File: src/rtl/fifo_mem_drain_pkg.sv
// Shared types for the fifo-to-memory drain engine.
// Holds the controller state encoding and default sizes.
package fifo_mem_drain_pkg;

    typedef enum logic [1:0] {
        ST_IDLE = 2'd0,
        ST_RUN  = 2'd1,
        ST_DONE = 2'd2
    } state_e;

    localparam int DEF_WIDTH  = 32;
    localparam int DEF_ADDR_W = 10;
    localparam int DEF_LEN_W  = 11;

endpackage

File: src/rtl/fifo_mem_drain.sv
// Drains words from a first-word-fall-through fifo into
// consecutive addresses of a single-port memory write bus.
module fifo_mem_drain
    import fifo_mem_drain_pkg::*;
#(
    parameter int WIDTH  = DEF_WIDTH,
    parameter int ADDR_W = DEF_ADDR_W,
    parameter int LEN_W  = DEF_LEN_W
) (
    input  logic              clk,
    input  logic              reset,
    input  logic              start,
    input  logic [ADDR_W-1:0] base_addr,
    input  logic [LEN_W-1:0]  length,
    output logic              busy,
    output logic              done,
    output logic [LEN_W-1:0]  words_done,
    input  logic              fifo_empty,
    output logic              fifo_r_ready,
    input  logic [WIDTH-1:0]  fifo_data_out,
    output logic              mem_we,
    output logic [ADDR_W-1:0] mem_addr,
    output logic [WIDTH-1:0]  mem_wdata,
    input  logic              mem_ready
);

    state_e            state_q, state_d;
    logic [ADDR_W-1:0] ptr_q, ptr_d;
    logic [ADDR_W-1:0] addr_q, addr_d;
    logic [LEN_W-1:0]  rem_q, rem_d;
    logic [LEN_W-1:0]  wdone_q, wdone_d;
    logic [WIDTH-1:0]  wdata_q, wdata_d;
    logic              we_q, we_d;
    logic              zdone_q, zdone_d;
    logic              pop;

    // Pop when running, words remain, data present and the bus slot frees;
    // gated by reset so no word is lost on the edge that aborts a job.
    always_comb begin
        pop = reset
            & (state_q == ST_RUN)
            & (rem_q != '0)
            & ~fifo_empty
            & (~we_q | mem_ready);
    end

    // Next-state and output-register logic of the job controller.
    always_comb begin
        state_d = state_q;
        ptr_d   = ptr_q;
        addr_d  = addr_q;
        rem_d   = rem_q;
        wdone_d = wdone_q;
        wdata_d = wdata_q;
        we_d    = we_q;
        zdone_d = 1'b0;
        unique case (state_q)
            ST_IDLE: begin
                if (start) begin
                    wdone_d = '0;
                    if (length != '0) begin
                        state_d = ST_RUN;
                        ptr_d   = base_addr;
                        rem_d   = length;
                    end else begin
                        zdone_d = 1'b1;
                    end
                end
            end
            ST_RUN: begin
                if (pop) begin
                    we_d    = 1'b1;
                    wdata_d = fifo_data_out;
                    addr_d  = ptr_q;
                    ptr_d   = ptr_q + 1'b1;
                    rem_d   = rem_q - 1'b1;
                    wdone_d = wdone_q + 1'b1;
                end else if (we_q & mem_ready) begin
                    we_d = 1'b0;
                end
                if ((rem_q == '0) && (!we_q || mem_ready)) begin
                    state_d = ST_DONE;
                end
            end
            ST_DONE: begin
                state_d = ST_IDLE;
            end
            default: begin
                state_d = ST_IDLE;
            end
        endcase
    end

    // State and datapath registers with synchronous active-low reset.
    always_ff @(posedge clk) begin
        if (!reset) begin
            state_q <= ST_IDLE;
            ptr_q   <= '0;
            addr_q  <= '0;
            rem_q   <= '0;
            wdone_q <= '0;
            wdata_q <= '0;
            we_q    <= 1'b0;
            zdone_q <= 1'b0;
        end else begin
            state_q <= state_d;
            ptr_q   <= ptr_d;
            addr_q  <= addr_d;
            rem_q   <= rem_d;
            wdone_q <= wdone_d;
            wdata_q <= wdata_d;
            we_q    <= we_d;
            zdone_q <= zdone_d;
        end
    end

    assign busy         = (state_q == ST_RUN);
    assign done         = (state_q == ST_DONE) | zdone_q;
    assign words_done   = wdone_q;
    assign fifo_r_ready = pop;
    assign mem_we       = we_q;
    assign mem_addr     = addr_q;
    assign mem_wdata    = wdata_q;

endmodule

File: config.mk
export PLATFORM = sky130hd
export DESIGN_NAME = fifo_mem_drain
export DESIGN_NICKNAME = d
export VERILOG_FILES = /design/src/rtl/fifo_mem_drain_pkg.sv /design/src/rtl/fifo_mem_drain.sv
export SDC_FILE = /design/constraint.sdc
export NUM_CORES = 1
export LEC_CHECK = 0
export CORE_MARGIN = 2
export CORE_UTILIZATION = 49
export DETAILED_ROUTE_END_ITERATION = 6
export PLACE_DENSITY_LB_ADDON = 0.25
export SYNTH_ARGS = -nofsm -noshare
export SYNTH_HDL_FRONTEND = slang
export SYNTH_SLANG_ARGS = --single-unit
File: constraint.sdc
create_clock -name clk -period 5.53 [get_ports clk]
set_clock_uncertainty 0.15 [all_clocks]
set_input_delay 1.3825 -clock clk [delete_from_list [all_inputs] [get_ports clk]]
set_output_delay 1.3825 -clock clk [all_outputs]
set_load 0.05 [all_outputs]
==> flow_summary.toml, run 1 <==
[clock_network]
ctsResizeCount = 0
clock-sinks = 78
ctsLongestPathBuffers = 2
path_clk_slew_ps = 80
root_buffer = "clkbuf_8"
cts_hold_buffers = 0
clock_latency_ps = 340
cts_buffers = 9
cts_tree = "built"
htreeDepth = 3
postCtsSetupBuffers = 0

[logic_synthesis]
synth_edf_count = 0
synth_nets = 506
synth-compound-area-share_pct = 19.4
synthSimpleGateAreaFrac_pct = 27.3
syn-cell-area_mm2 = 0.00350
synth_area_leaders = "dfxtp_1 (45%), nand2_1 (13%), o21ai_0 (7.4%), nor2_1 (2.7%), a21oi_1 (2.4%)"
yosysMostFrequentCell = "nand2_1"
avgSynthCellArea_um2 = 7.88
ys_ff_latch = 78
yosys.area_share.adder_pct = 1.43
synthXorXnorAreaFrac_pct = 2.50
synth_ff_type = "dfxtp_1"
ys_warn_count = 0
synth_top_family_by_area = "simple AND/OR/NAND/NOR gates"
synth_top_area_share_pct = 44.7
netlist-cell-type-count = 49
synth_area_leader_cell = "dfxtp_1"
synth_cells = 444
netlist_top_cells_count = "nand2_1 (118), dfxtp_1 (78), o21ai_0 (52)"
async_reset_ff_share_pct = 0
synth-seq-area-share_pct = 44.7
synth_mux_area_share_pct = 0.286

[global_routing]
grt_pass1_vias = 3126
grt_max_degree = 86
grt_pass1_wl_um = 14300
grt.busiest_layer = "met2"
met2_usage_pct = 36.5
antenna_found_initial = 0
grt_use_total_pct = 22.9
use_met3_pct = 5.22
grt_overflow_total = 0
met1_usage_pct = 30.9

[timing]
tns_ps = 0
slew_headroom_pct = 45.5
rsz0062_at_grt = "false"
fmax_mhz = 240
timing.final.crit_share_pct = 75.3
setup_viol = 0
min_period_ps = 4160
finalHoldViolCount = 0
final_max_slew_viol_count = 0
setup_slack_ps = 1370
worst_pin_slew_ps = 816
whs_ps = 303

[floorplan]
dieArea_mm2 = 0.00783
die-height_um = 88.5
ioPinCount = 115
rows = 30
die_w_um = 88.5
core_mm2 = 0.00687
start_util_pct = 50.9

[finish]
diodes = 0
syn_to_final_growth_pct = 40.5
final_nets = 604
drive_above_1_share_pct = 6.23
final_core_util_pct = 71.5
instances_no_fill = 642
fin_area_mm2 = 0.00491

[setup_path]
start_kind = "flop"
worstPathArrival_ps = 2630
r2r_start = "rem_q[0]"
reg2reg_to = "ptr_q[8]"
r2r_slack_ps = 2830
crit_type = "reg2out"
crit_required_ps = 4000
path_max_fanout = 34
rr_worst_depth = 7
endpoint_kind = "output port"

[route]
remaining_drc_errors = 0
drtIter0Drc = 176
routed_wl_um = 8810
vias = 3392
drt_pass1_iterations = 4
avgViaCountPerCell = 5.28
ant_nets = 0
post_drt_wl_per_cell_um = 13.7

[worst_hold_path]
hp-start = "mem_addr[4]"
worstHoldPathCells = 2
holdPathEnd = "mem_addr[4]"
hold_class = "reg2reg"

[power_and_ir_drop]
peakVddDrop_v = 0.000193
cellLeakagePower_nw = 1.81
power_per_cell_area_mw_per_mm2 = 364
total_power_mw = 1.79

[place]
gp_congestion = 0.841
dp.cells = 627
place_area_mm2 = 0.00467
hpwlAfterDp_um = 6060
port_buffers = 114
post-place-ws_ps = 1400

[status]
status = "completed"

[run]
cap_violations = 0
-- cell type report --
type,count,area [um2]
fill,556,1960
multi-input combinational,330,1790
sequential,78,1560
timing repair buffer,118,1180
clock buffer,10,138
tap,96,120
clock inverter,5,106
inverter,5,18.8
-- cell families (layout without fill, tap and decap cells) --
logic type,count (synthesis),in the layout
simple gates,207,207
compound gates,108,108
mux,1,1
fa+ha+maj,4,4
xor+xnor,10,10
buf+inv,36,138
flops,78,78
-- worst max path at each step --
stage,slack [ps],startpoint,to
CTS,1380,state_q[0],busy
detailed placement,1400,mem_ready,fifo_r_ready
global route,1220,state_q[0],busy
finish,1370,state_q[0],busy
floorplan,1250,reset,fifo_r_ready
global placement,1420,mem_ready,fifo_r_ready
-- worst max-delay path, stage by stage (launching register included) --
cell,delay [ps]
dfxtp_1,430
nand2b_1,80
buf_4,240
inv_1,590
clkdlybuf4s50_1,930
-- state kept, by name, indices dropped and copies added, names as in the netlist --
| register | count |
|---|---|
| zdone_q | 1 |
| ptr_q | 10 |
| rem_q | 11 |
| mem_addr | 10 |
| words_done | 11 |
| mem_we | 1 |
| state_q | 2 |
| mem_wdata | 32 |
-- power breakdown --
| group | total [mW] | internal [mW] | leakage (nW) | switching, mW |
|---|---|---|---|---|
| logic | 0.577 | 0.216 | 1.06 | 0.361 |
| registers | 0.691 | 0.629 | 0.634 | 0.0617 |
| clock network | 0.518 | 0.311 | 0.119 | 0.207 |
-- cell usage in the layout (no fill, tap or decap), drive strengths merged, types with 6 or more instances in the layout --
| cell type | n |
|---|---|
| a21oi | 17 |
| a31o | 8 |
| buf | 6 |
| clkbuf | 10 |
| clkdlybuf4s50 | 112 |
| dfxtp | 78 |
| inv | 6 |
| nand2 | 119 |
| nand3 | 13 |
| nand4 | 6 |
| nor2 | 25 |
| nor3 | 9 |
| nor3b | 7 |
| o21ai | 56 |
| o31ai | 6 |
| xor2 | 8 |
-- metal layers --
metal	wire length [um]	vias to the layer above
li1	-	1733
met1	4100	1552
met2	4120	98
met3	490	9
met4	99	0
met5	0	-
(Power assumes the default switching activity.)
==> run 2, diff against run 1 <==
CORE_UTILIZATION = 41   (was 49)
clock period = 3.63 ns   (was 5.53 ns; I/O delays follow)
==> run 2 against run 1 <==
Effect of this change: worst hold slack about the same; combinational power up 54%; power up 47%; sequential share of layout area about the same; global-route usage down 3.7 points; via count up 0.38%; largest cell class unchanged; highest routed layer unchanged.
==> flow_summary.toml, run 2 (same netlist as run 1, synthesis figures left out) <==
[power_and_ir_drop]
power_switching_mw = 0.946
clockPowerShare_pct = 26.2
swShare_pct = 35.9
total_power_mw = 2.63
cellLeakagePower_nw = 1.80
peakVddDrop_v = 0.000226
seqPwrFrac_pct = 40.0
power_per_cell_area_mw_per_mm2 = 536
pwr-share-comb_pct = 33.8
intPower_mw = 1.69

[clock_network]
clock-sinks = 78
cts_tree = "built"
cts_buffers = 9
path_clk_slew_ps = 80
clock_latency_ps = 350
ctsLongestPathBuffers = 2
postCtsSetupBuffers = 0
ctsResizeCount = 0
cts_hold_buffers = 0
root_buffer = "clkbuf_8"
htreeDepth = 3

[finish]
diodes = 0
syn_to_final_growth_pct = 40.4
final_common_cell = "nand2_1"
drive_above_1_share_pct = 6.39
final_cell_mix = "nand2_1 (118), clkdlybuf4s50_1 (111), dfxtp_1 (78), o21ai_0 (52), nor2_1 (25)"
largest_reg_flops = 32
final_nets = 606
fin_area_mm2 = 0.00491
fillers = 762
instances_no_fill = 653
final_core_util_pct = 59.4
ff_latch_area_mm2 = 0.00156
multi_input_area_mm2 = 0.00179

[timing]
timing.final.crit_share_pct = 87.7
finalHoldViolCount = 0
slew_headroom_pct = 45.9
whs_ps = 303
rsz0062_at_grt = "false"
setup_slack_ps = 446
fmax_mhz = 314
tns_ps = 0
worst_pin_slew_ps = 811
final_max_slew_viol_count = 0
setup_viol = 0
min_period_ps = 3180

[setup_path]
reg2reg_to = "mem_wdata[29]"
crit_required_ps = 2570
r2r_start = "rem_q[0]"
start_kind = "flop"
crit_type = "reg2out"
r2r_slack_ps = 1010
worstPathArrival_ps = 2130
path_max_fanout = 7
endpoint_kind = "output port"
rr_worst_depth = 7

[route]
top_layer_used = "met4"
routed_wl_um = 8900
met3WireLength_um = 576
wl_met1_um = 4020
drtIter0Drc = 120
met2_length_um = 4200
ant_nets = 0
avgViaCountPerCell = 5.21
drt_pass1_iterations = 4
vias = 3405
remaining_drc_errors = 0
post_drt_wl_per_cell_um = 13.6

[place]
post-place-ws_ps = 345
port_buffers = 114
place_area_mm2 = 0.00470
dp.cells = 638
gp_congestion = 0.868
hpwlAfterDp_um = 6070

[worst_hold_path]
worstHoldPathCells = 2
hp-start = "mem_addr[4]"
hold_class = "reg2reg"
holdPathEnd = "mem_addr[4]"

[global_routing]
grt_pass1_wl_um = 13900
grt_max_degree = 86
grt_use_total_pct = 19.2
antenna_found_initial = 0
grt_overflow_total = 0
grt_pass1_vias = 2947

[floorplan]
die_w_um = 96.4
die-height_um = 96.4
core_mm2 = 0.00826
ioPinCount = 115
dieArea_mm2 = 0.00928
rows = 33
start_util_pct = 42.3

[status]
status = "completed"

[run]
cap_violations = 0
## run 2: changes by cell type in the layout (fill, tap and decap cells not counted), sizes merged
cell / change
buf: +3
clkinv: +1
clkdlybuf4s50: -1
inv: -1
bufinv: -1
clkbuf: +1
## run 2: power by group through the flow
| stage | clock network (mW) | logic (mW) | registers, mW |
|---|---|---|---|
| after floorplan | 0 | 0.474 | 1.20 |
| after global placement | 0 | 0.878 | 1.06 |
| after detailed placement | 0 | 0.888 | 1.07 |
| after CTS | 0.715 | 0.892 | 1.05 |
| after global routing | 0.747 | 0.970 | 1.07 |
| final | 0.690 | 0.890 | 1.05 |
## run 2: layout make-up
class	instances	share of cell area [%]
Inverter	5	0.382
Clock inverter	4	1.48
Multi-Input combinational cell	330	36.5
Tap cell	105	2.68
Timing Repair Buffer	120	24.5
Sequential cell	78	31.8
Clock buffer	11	2.68
## run 2: how the worst max path moves through the flow
stage | from | to | depth (start not counted)
2_1_floorplan | reset | fifo_r_ready | 5
3_3_place_gp | start | ptr_q[8] | 5
3_5_place_dp | start | ptr_q[8] | 6
4_1_cts | rem_q[4] | fifo_r_ready | 4
5_1_grt | rem_q[4] | fifo_r_ready | 4
6_report | rem_q[4] | fifo_r_ready | 4
## run 2: per-layer routing
layer	track usage (%)	vias up
li1	-	1743
met1	25.9	1553
met2	29.8	99
met3	4.93	10
met4	6.34	0
met5	0	-
## run 2: critical path: stages (launching register included)
cell,delay (ps)
dfxtp_1,360
or4_1,660
nor2b_1,410
a2111oi_4,170
buf_12,180
